==> config.mk <==
export PLATFORM = sky130hd
export DESIGN_NAME = bus_slave_demux_flat
export DESIGN_NICKNAME = d
export VERILOG_FILES = /design/src/rtl/bus_slave_demux_pkg.sv /design/src/rtl/bus_slave_demux_if.sv /design/src/rtl/bus_slave_demux_addr_dec.sv /design/src/rtl/bus_slave_demux.sv /design/src/flat_wrapper.sv
export SDC_FILE = /design/constraint.sdc
export NUM_CORES = 1
export LEC_CHECK = 0
export ABC_AREA = 0
export CAP_MARGIN = 20
export CELL_PAD_IN_SITES_DETAIL_PLACEMENT = 1
export CELL_PAD_IN_SITES_GLOBAL_PLACEMENT = 1
export CORE_ASPECT_RATIO = 1.25
export CORE_MARGIN = 2
export CORE_UTILIZATION = 28
export CTS_CLUSTER_SIZE = 8
export DETAILED_ROUTE_END_ITERATION = 10
export PLACE_DENSITY_LB_ADDON = 0.1
export SYNTH_ARGS = -nofsm -noshare
export SYNTH_HDL_FRONTEND = slang
export SYNTH_SLANG_ARGS = --single-unit
==> constraint.sdc <==
create_clock -name clk -period 1.27 [get_ports clk]
set_input_delay 0.254 -clock clk [delete_from_list [all_inputs] [get_ports clk]]
set_output_delay 0.254 -clock clk [all_outputs]
set_load 0.01 [all_outputs]
==> src/rtl/bus_slave_demux_pkg.sv <==
// Shared definitions for the slave-side bus demultiplexer: FSM state encoding,
// region codes and one-hot slave-select constants.
package bus_slave_demux_pkg;

   // Binary state encoding; 2'd3 is unused and recovers to StIdle.
   typedef enum logic [1:0] {
      StIdle   = 2'd0,
      StAccess = 2'd1,
      StResp   = 2'd2
   } state_e;

   // Default region codes held in the top address bits.
   localparam logic [1:0] S0_REG_DEF = 2'b00;
   localparam logic [1:0] S1_REG_DEF = 2'b01;

   // One-hot slave selects.
   localparam logic [1:0] SEL_NONE = 2'b00;
   localparam logic [1:0] SEL_S0   = 2'b01;
   localparam logic [1:0] SEL_S1   = 2'b10;

   // Default number of ACCESS cycles allowed before an access is abandoned.
   localparam int unsigned TIMEOUT_DEF = 15;

endpackage

==> src/rtl/bus_slave_demux_if.sv <==
// Bus bundle between the master-select mux output, the demux and the two slave ports.
interface bus_slave_demux_if #(
   parameter int unsigned AW = 8,
   parameter int unsigned DW = 32
) ();

   // Master side
   logic          m_req;
   logic          m_wr;
   logic [AW-1:0] m_addr;
   logic [DW-1:0] m_wdata;
   logic          m_ack;
   logic          m_err;
   logic [DW-1:0] m_rdata;

   // Slave side
   logic [1:0]    s_sel;
   logic          s_wr;
   logic [AW-1:0] s_addr;
   logic [DW-1:0] s_wdata;
   logic          s_ack0;
   logic          s_ack1;
   logic [DW-1:0] s_rdata0;
   logic [DW-1:0] s_rdata1;

   // View of the demux itself: a slave towards the master, a master towards the slaves.
   modport demux (
      input  m_req, m_wr, m_addr, m_wdata,
      output m_ack, m_err, m_rdata,
      output s_sel, s_wr, s_addr, s_wdata,
      input  s_ack0, s_ack1, s_rdata0, s_rdata1
   );

   // Upstream bus master (after the master-select mux).
   modport master (
      output m_req, m_wr, m_addr, m_wdata,
      input  m_ack, m_err, m_rdata
   );

   // Downstream slave pair.
   modport slave (
      input  s_sel, s_wr, s_addr, s_wdata,
      output s_ack0, s_ack1, s_rdata0, s_rdata1
   );

endinterface

==> src/rtl/bus_slave_demux_addr_dec.sv <==
// Region decoder: maps the two top address bits onto a one-hot slave select.
// Purely combinational; codes other than S0_REG/S1_REG report no hit.
module bus_slave_demux_addr_dec
   import bus_slave_demux_pkg::*;
#(
   parameter logic [1:0] S0_REG = S0_REG_DEF,
   parameter logic [1:0] S1_REG = S1_REG_DEF
) (
   input  logic [1:0] region,
   output logic       hit,
   output logic [1:0] sel
);

   // Region code -> one-hot select; slave 0 has priority if codes ever alias.
   always_comb begin
      sel = SEL_NONE;
      if (region == S0_REG) begin
         sel = SEL_S0;
      end else if (region == S1_REG) begin
         sel = SEL_S1;
      end
      hit = (sel != SEL_NONE);
   end

endmodule

==> src/rtl/bus_slave_demux.sv <==
// Slave-side bus demultiplexer. Latches a master request, routes it to one of two
// slaves by address region, waits for that slave's ack (or a timeout) and returns
// a one-cycle m_ack with registered m_rdata / m_err.
module bus_slave_demux
   import bus_slave_demux_pkg::*;
#(
   parameter int unsigned AW      = 8,
   parameter int unsigned DW      = 32,
   parameter logic [1:0]  S0_REG  = S0_REG_DEF,
   parameter logic [1:0]  S1_REG  = S1_REG_DEF,
   parameter int unsigned TIMEOUT = TIMEOUT_DEF
) (
   input logic               clk,
   input logic               reset,
   bus_slave_demux_if.demux  bus
);

   localparam int unsigned    CW       = $clog2(TIMEOUT);
   localparam logic [CW-1:0]  CNT_LAST = CW'(TIMEOUT - 1);

   state_e        state_q;
   logic [1:0]    sel_q;
   logic          wr_q;
   logic [AW-1:0] addr_q;
   logic [DW-1:0] wdata_q;
   logic [CW-1:0] count_q;
   logic          ack_q;
   logic          err_q;
   logic [DW-1:0] rdata_q;

   logic          dec_hit;
   logic [1:0]    dec_sel;
   logic          slave_ack;
   logic [DW-1:0] slave_rdata;

   // Decoding the live address in IDLE equals decoding the value latched on the same edge.
   bus_slave_demux_addr_dec #(
      .S0_REG (S0_REG),
      .S1_REG (S1_REG)
   ) u_addr_dec (
      .region (bus.m_addr[AW-1:AW-2]),
      .hit    (dec_hit),
      .sel    (dec_sel)
   );

   // Observe only the selected slave; the other slave's ack and data are ignored.
   always_comb begin
      slave_ack   = 1'b0;
      slave_rdata = '0;
      if (sel_q[0]) begin
         slave_ack   = bus.s_ack0;
         slave_rdata = bus.s_rdata0;
      end else if (sel_q[1]) begin
         slave_ack   = bus.s_ack1;
         slave_rdata = bus.s_rdata1;
      end
   end

   // Request latch, response capture, timeout counter and IDLE/ACCESS/RESP control.
   always_ff @(posedge clk) begin
      if (reset) begin
         state_q <= StIdle;
         sel_q   <= SEL_NONE;
         wr_q    <= 1'b0;
         addr_q  <= '0;
         wdata_q <= '0;
         count_q <= '0;
         ack_q   <= 1'b0;
         err_q   <= 1'b0;
         rdata_q <= '0;
      end else begin
         ack_q <= 1'b0;
         case (state_q)
            StIdle: begin
               sel_q   <= SEL_NONE;
               count_q <= '0;
               if (bus.m_req) begin
                  wr_q    <= bus.m_wr;
                  addr_q  <= bus.m_addr;
                  wdata_q <= bus.m_wdata;
                  if (dec_hit) begin
                     sel_q   <= dec_sel;
                     state_q <= StAccess;
                  end else begin
                     // Unmapped region: answer at once with an error.
                     err_q   <= 1'b1;
                     rdata_q <= '0;
                     ack_q   <= 1'b1;
                     state_q <= StResp;
                  end
               end
            end

            StAccess: begin
               if (slave_ack) begin
                  // Ack beats a coincident timeout.
                  rdata_q <= wr_q ? '0 : slave_rdata;
                  err_q   <= 1'b0;
                  ack_q   <= 1'b1;
                  sel_q   <= SEL_NONE;
                  count_q <= '0;
                  state_q <= StResp;
               end else if (count_q == CNT_LAST) begin
                  rdata_q <= '0;
                  err_q   <= 1'b1;
                  ack_q   <= 1'b1;
                  sel_q   <= SEL_NONE;
                  count_q <= '0;
                  state_q <= StResp;
               end else begin
                  count_q <= count_q + 1'b1;
               end
            end

            StResp: begin
               sel_q   <= SEL_NONE;
               count_q <= '0;
               state_q <= StIdle;
            end

            default: begin
               // Illegal code: return to IDLE with outputs cleared.
               sel_q   <= SEL_NONE;
               count_q <= '0;
               err_q   <= 1'b0;
               rdata_q <= '0;
               state_q <= StIdle;
            end
         endcase
      end
   end

   assign bus.m_ack   = ack_q;
   assign bus.m_err   = err_q;
   assign bus.m_rdata = rdata_q;
   assign bus.s_sel   = sel_q;
   assign bus.s_wr    = wr_q;
   assign bus.s_addr  = addr_q;
   assign bus.s_wdata = wdata_q;

endmodule
==> src/flat_wrapper.sv <==
// flat-port wrapper written by rule: the top's interface ports become plain ports
module bus_slave_demux_flat import bus_slave_demux_pkg::*;
#(
   parameter int unsigned AW      = 8,
   parameter int unsigned DW      = 32,
   parameter logic [1:0]  S0_REG  = S0_REG_DEF,
   parameter logic [1:0]  S1_REG  = S1_REG_DEF,
   parameter int unsigned TIMEOUT = TIMEOUT_DEF
)
  (clk, reset, bus_m_req, bus_m_wr, bus_m_addr, bus_m_wdata, bus_m_ack, bus_m_err, bus_m_rdata, bus_s_sel, bus_s_wr, bus_s_addr, bus_s_wdata, bus_s_ack0, bus_s_ack1, bus_s_rdata0, bus_s_rdata1);
  bus_slave_demux_if #(.AW(AW), .DW(DW)) bus_i ();
  input logic clk;
  input logic reset;
  input wire logic [$bits(bus_i.m_req)-1:0] bus_m_req;
  input wire logic [$bits(bus_i.m_wr)-1:0] bus_m_wr;
  input wire logic [$bits(bus_i.m_addr)-1:0] bus_m_addr;
  input wire logic [$bits(bus_i.m_wdata)-1:0] bus_m_wdata;
  output wire logic [$bits(bus_i.m_ack)-1:0] bus_m_ack;
  output wire logic [$bits(bus_i.m_err)-1:0] bus_m_err;
  output wire logic [$bits(bus_i.m_rdata)-1:0] bus_m_rdata;
  output wire logic [$bits(bus_i.s_sel)-1:0] bus_s_sel;
  output wire logic [$bits(bus_i.s_wr)-1:0] bus_s_wr;
  output wire logic [$bits(bus_i.s_addr)-1:0] bus_s_addr;
  output wire logic [$bits(bus_i.s_wdata)-1:0] bus_s_wdata;
  input wire logic [$bits(bus_i.s_ack0)-1:0] bus_s_ack0;
  input wire logic [$bits(bus_i.s_ack1)-1:0] bus_s_ack1;
  input wire logic [$bits(bus_i.s_rdata0)-1:0] bus_s_rdata0;
  input wire logic [$bits(bus_i.s_rdata1)-1:0] bus_s_rdata1;
  assign bus_i.m_req = bus_m_req;
  assign bus_i.m_wr = bus_m_wr;
  assign bus_i.m_addr = bus_m_addr;
  assign bus_i.m_wdata = bus_m_wdata;
  assign bus_m_ack = bus_i.m_ack;
  assign bus_m_err = bus_i.m_err;
  assign bus_m_rdata = bus_i.m_rdata;
  assign bus_s_sel = bus_i.s_sel;
  assign bus_s_wr = bus_i.s_wr;
  assign bus_s_addr = bus_i.s_addr;
  assign bus_s_wdata = bus_i.s_wdata;
  assign bus_i.s_ack0 = bus_s_ack0;
  assign bus_i.s_ack1 = bus_s_ack1;
  assign bus_i.s_rdata0 = bus_s_rdata0;
  assign bus_i.s_rdata1 = bus_s_rdata1;
  bus_slave_demux #(.AW(AW), .DW(DW), .S0_REG(S0_REG), .S1_REG(S1_REG), .TIMEOUT(TIMEOUT)) u_core (.clk(clk), .reset(reset), .bus(bus_i));
endmodule
# Word-level counts from Yosys, hierarchy flattened
# Index checks and enable logic that the tools add are counted.
dict set report classes {
  add_sub_neg 1
  n_mul 0
  n_div 0
  magnitude_cmp 0
  n_eq_ne 7
  shifts 0
  n_mux 32
  bitwise_logic 2
  reduce_logical 7
}
# cell count
set ops {}
lappend ops {{two-way mux 32 bit} 7}
lappend ops {{one-hot mux 32 bit (3 select lines)} 1}
lappend ops {{two-way mux 2 bit} 10}
lappend ops {{two-way mux 1 bit} 10}
lappend ops {{one-hot mux 2 bit (2 select lines)} 2}
lappend ops {{adder 4 x 1 -> 4 bit, second input constant} 1}
lappend ops {{equality test 2 x 1 -> 1 bit, second input constant} 2}
lappend ops {{equality test 4 bit, second input constant} 1}
lappend ops {{zero test 2 bit} 2}
lappend ops {{!= test 2 bit, second input constant} 2}
lappend ops {{AND reduction 2 bit} 2}
lappend ops {{AND reduction 4 bit} 1}
lappend ops {{OR reduction 4 bit} 1}
lappend ops {{!= test 3 x 1 -> 1 bit, second input constant} 1}
lappend ops {{one-hot mux 1 bit (3 select lines)} 1}
lappend ops {{equality test 2 bit, second input constant} 1}
lappend ops {{inverter 1 bit} 2}
lappend ops {{one-hot mux 1 bit (2 select lines)} 1}
lappend ops {{nonzero test 2 bit} 1}
dict set report word_totals {
  register_bits 83
  latch_bits 0
  ramBits 0
  romBits 0
  output_inout_bits 77
  memories 0
}

# Depth between registers and ports, before layout
dict set report logic_depth {
  depth_word 7
  ltp_mapped 6
  ltp_nobuf 5
}

# Hierarchy
# A second synthesis with hierarchy kept.
dict set report hier_totals {
  hier_cells 344
  hier_area_um2 3161.8
}
# module instances cells_per_inst area_each_um2 seq_area_each_um2
set modules_own_cells {}
lappend modules_own_cells {bus_slave_demux 1 341 3148.0 1661.6}
lappend modules_own_cells {bus_slave_demux_addr_dec 1 3 13.8 0.0}

# Least setup slack after synthesis
# No wires, ideal clock.
dict set report synth_path {
  path_kind {reg2reg}
  start {reg u_core.sel_q[1] (netlist: u_core.bus.s_sel[1])}
  end {reg u_core.rdata_q[0] (netlist: u_core.bus.m_rdata[0])}
  setup_time_ns 0.063
  arrival_ns 1.337
  t_required_ns 1.207
  path_slack_ns -0.130
  path_stages_with_launch 7
  path_buffers 3
  synth_period_minus_slack_ns 1.400
  cell_sequence {dfxtp_1 > buf_2 > and3b_1 > clkbuf_1 > clkbuf_1 > o221ai_1 > nand3_1}
}
dict set report synth_between {
  elab_chain_len 5
}
# element line_no
set synth_rtl {}
lappend synth_rtl {{from (decl)} bus_slave_demux.sv:22} ;# logic [1:0] sel_q;
lappend synth_rtl {{from (signal assigned)} bus_slave_demux.sv:82} ;# sel_q <= dec_sel;
lappend synth_rtl {{two-way mux 32 bit} bus_slave_demux.sv:53} ;# end else if (sel_q[1]) begin
lappend synth_rtl {{two-way mux 32 bit} bus_slave_demux.sv:50} ;# if (sel_q[0]) begin
lappend synth_rtl {{two-way mux 32 bit} bus_slave_demux.sv:97} ;# rdata_q <= wr_q ? '0 : slave_rdata;
lappend synth_rtl {{two-way mux 32 bit} bus_slave_demux.sv:95} ;# if (slave_ack) begin
lappend synth_rtl {{one-hot mux 32 bit (3 select lines)} bus_slave_demux.sv:73} ;# case (state_q)
lappend synth_rtl {{to (signal assigned)} bus_slave_demux.sv:97}
lappend synth_rtl {{to (decl)} bus_slave_demux.sv:29} ;# logic [DW-1:0] rdata_q;
# Parallel ways exist; a longest one is shown, timed or not.
# A chain may end at the register's enable or synchronous reset.

# Worst setup path after layout
dict set report layout_path {
  start {reg u_core.state_q[1]}
  end {reg u_core.sel_q[0] (netlist: u_core.bus.s_sel[0])}
}
dict set report layout_between {
  elab_chain_len 2
}
# element line_no
set layout_rtl {}
lappend layout_rtl {{from (decl)} bus_slave_demux.sv:21} ;# state_e state_q;
lappend layout_rtl {{from (signal assigned)} bus_slave_demux.sv:62} ;# state_q <= StIdle;
lappend layout_rtl {{from (signal assigned)} bus_slave_demux.sv:83} ;# state_q <= StAccess;
lappend layout_rtl {{from (signal assigned)} bus_slave_demux.sv:89} ;# state_q <= StResp;
lappend layout_rtl {{equality test 2 x 1 -> 1 bit / zero test 2 bit (equally long branches)} bus_slave_demux.sv:73}
lappend layout_rtl {{one-hot mux 2 bit (2 select lines) / != test 3 x 1 -> 1 bit (equally long branches)} --}
# Parallel ways exist; a longest one is shown, timed or not.

==> flow_metrics.env <==
export IMPL_drt_iter0_drc=244
export IMPL_final_max_slew_viol_count=0
export IMPL_status="finished, violations left"
export IMPL_portBuffers=186
export IMPL_ys_warn_count=0
export IMPL_fin_ws_ps=-100
export IMPL_antenna_left=0
export IMPL_clock_sinks=83
export IMPL_syn_avg_cell_area_um2=8.41
export IMPL_synth_ff_type="dfxtp_1"
export IMPL_min_period_ps=1370
export IMPL_cp_end_kind="flip-flop"
export IMPL_dp_final_hpwl_um=11400
export IMPL_power_mw=7.10
export IMPL_wl_met2_um=8820
export IMPL_gr_total_overflow=0
export IMPL_synth_commonest_cells="nand2_1 (84), dfxtp_1 (83), clkbuf_1 (60)"
export IMPL_highest_layer="met4"
export IMPL_yosysTopAreaCellShare=0.367
export IMPL_criticalPathCategory="reg2reg"
export IMPL_final_layout_size_suffix_gt1_frac=0.160
export IMPL_fillers=1864
export IMPL_viasPerCell=5.24
export IMPL_seq_area_frac_synth=0.367
export IMPL_synth_area_mm2=0.00453
export IMPL_die_w_um=118
export IMPL_fin_worst_skew_ps=7.32
export IMPL_antenna_found_initial=0
export IMPL_async_flop_share=0
export IMPL_worstPathArrival_ps=1630
export IMPL_start_util=0.283
export IMPL_synth_nets=651
export IMPL_grt_pass1_vias=5077
export IMPL_nets=831
export IMPL_totalWireLength_um=17200
export IMPL_insertion_delay_ps=330
export IMPL_p_per_area_mw_per_mm2=952
export IMPL_worst_pin_slew_ps=319
export IMPL_critical_path_top_delay_family="simple AND/OR/NAND/NOR gates"
export IMPL_crit_slowest_cell="or3b_4"
export IMPL_dieHeight_um=146
export IMPL_drtPass1Iterations=4
export IMPL_rows=52
export IMPL_cp_cell_sequence="or3b_4 > or3_4 > o22ai_2"
export IMPL_grt_usage=0.182
export IMPL_maxCapViolations=0
export IMPL_ir_drop_mv=0.615
export IMPL_fmax_mhz=730
export IMPL_placed_area_mm2=0.00681
export IMPL_place_congestion=0.696
export IMPL_rsz0062_at_grt="yes"
export IMPL_clockBufferDepth=2
export IMPL_violations="setup timing"
export IMPL_grt_pass1_wl_um=26000
export IMPL_met3_wirelength_um=883
export IMPL_yosys_register_bits=83
export IMPL_route_detailed_drc=0
export IMPL_synthCells=539
export IMPL_p_leak_nw=3.00
export IMPL_detail_route_wl_per_cell_um=18.3
export IMPL_antenna_cells=0
export IMPL_dieArea_mm2=0.0172
export IMPL_critical_path_required_ps=1530
export IMPL_grt_start_max_net_pins=42
export IMPL_htree_levels=3
export IMPL_crit_buf_inv=0
export IMPL_ys_types=28
export IMPL_synthMostInstantiatedCell="nand2_1"
export IMPL_crit_fanout=5
export IMPL_timing_slew_headroom=0.787
export IMPL_synth_edff_count=0
export IMPL_cpPeakStageDelay_ps=410
export IMPL_final_setup_tns_ps=-2170
export IMPL_area_growth_pct=64.5
export IMPL_wl_met1_um=7290
export IMPL_core_mm2=0.0160
export IMPL_setup_violations=75
export IMPL_cts_made_buffers=9
export IMPL_cts_root_buf="clkbuf_16"
export IMPL_cp_start_kind="flip-flop"
export IMPL_cts_hold_buf=0
export IMPL_design_area_mm2=0.00745
export IMPL_ys_top_cells_by_area="dfxtp_1 (37%), nand4bb_1 (8.2%), nor4bb_1 (7.5%)"
export IMPL_finalHoldViolCount=0
export IMPL_synth_top_area_cell="dfxtp_1"
export IMPL_vias=4921
export IMPL_ioPinCount=187
export IMPL_min_period_over_period=1.08
export IMPL_hold_class="in2reg"
export IMPL_cts_clk_slew_worst_paths_ps=60
export IMPL_tritoncts="done"
area by class of cell:
| class | count | area, µm² | share of cell area |
|---|---|---|---|
| Clock buffer | 10 | 239 | 0.0321 |
| Clock inverter | 5 | 85.1 | 0.0114 |
| Inverter | 4 | 15.0 | 0.00201 |
| Multi-Input combinational cell | 385 | 2840 | 0.381 |
| Sequential cell | 83 | 1680 | 0.225 |
| Tap cell | 216 | 270 | 0.0363 |
| Timing Repair Buffer | 236 | 2330 | 0.313 |
cells by family (layout without fill, tap and decap cells):
group,Yosys count,count (layout),share of synthesized area
and+or+nand+nor,304,304,0.450
DFF,83,83,0.367
AOI/OAI and AO/OA,77,77,0.113
xor gates and xnor gates,2,2,0.00387
adders and majority gates,2,2,0.00552
buffers and inverters,71,255,0.0605
metrics by stage:
stage | worst slack (ps) | util | std cells | hold slack, ps
after global placement | -417 | 0.425 | 915 | 441
after detailed placement | -469 | 0.425 | 915 | 447
after CTS | -88.1 | 0.451 | 932 | 313
after global routing | -130 | 0.466 | 939 | 335
after floorplan | -69.2 | - | 539 | 368
final | -100 | 0.466 | 939 | 331
worst register-to-register path: stages, from the launching register on:
cell and delay [ps]:
dfxtp_4 370, or3b_4 410, or3_4 370, o22ai_2 140
metal layers:
metal / GRT usage / up-vias
met5: 0 / -
met2: 0.331 / 135
li1: - / 2360
met3: 0.0438 / 11
met1: 0.214 / 2415
met4: 0.0440 / 0
worst paths after layout:
path	startpoint	depth (start not counted)	slack, ps	to
worst max-delay path	u_core.state_q[1]	3	-100	u_core.bus.s_sel[0]
worst min register to register	u_core.bus.s_wdata[23]	2	450	u_core.bus.s_wdata[23]
worst max register to register	u_core.state_q[1]	3	-100	u_core.bus.s_sel[0]
worst min-delay path	reset	3	330	u_core.state_q[0]
registers in the layout, summed over array words and instances, names as in the netlist:
signal / cells
u_core.state_q: 2
u_core.count_q: 4
u_core.bus.s_wdata: 32
u_core.bus.s_wr: 1
u_core.bus.m_rdata: 32
u_core.bus.m_err: 1
u_core.bus.s_sel: 2
u_core.bus.s_addr: 8
u_core.bus.m_ack: 1
power breakdown:
group	switching [mW]	internal [mW]	leakage (nW)
Clock	1.11	1.78	0.156
Combinational	0.633	0.787	2.17
Sequential	0.0696	2.71	0.679
repair_timing:
action | in CTS | in global routing
gates resized for setup | 110 | 54
setup buffers | 1 | 2
endpoints found under the setup margin | 158 | 106
pin swaps | 1 | 3
cloned | 1 | 5
placed cells by master, fill, tap and decap left out, drive strengths merged:
cell             n
clkdlybuf4s50  107
nand2           84
dfxtp           83
dlygate4sd2     52
buf             47
a21oi           42
nand3           36
nand4           35
and3b           35
nor4bb          34
nand4bb         33
and2            33
o221ai          32
clkdlybuf4s15   20
clkbuf          19
inv              6
nor2             5
nand3b           2
o22ai            2
ha               2
bufinv           2
nor3b            2
nor4b            1
or3b             1
or3              1
xnor2            1
xor2             1
and4             1
nand4b           1
o2111ai          1
clkinvlp         1
bufbuf           1
Power figures use the tool's default switching activity.
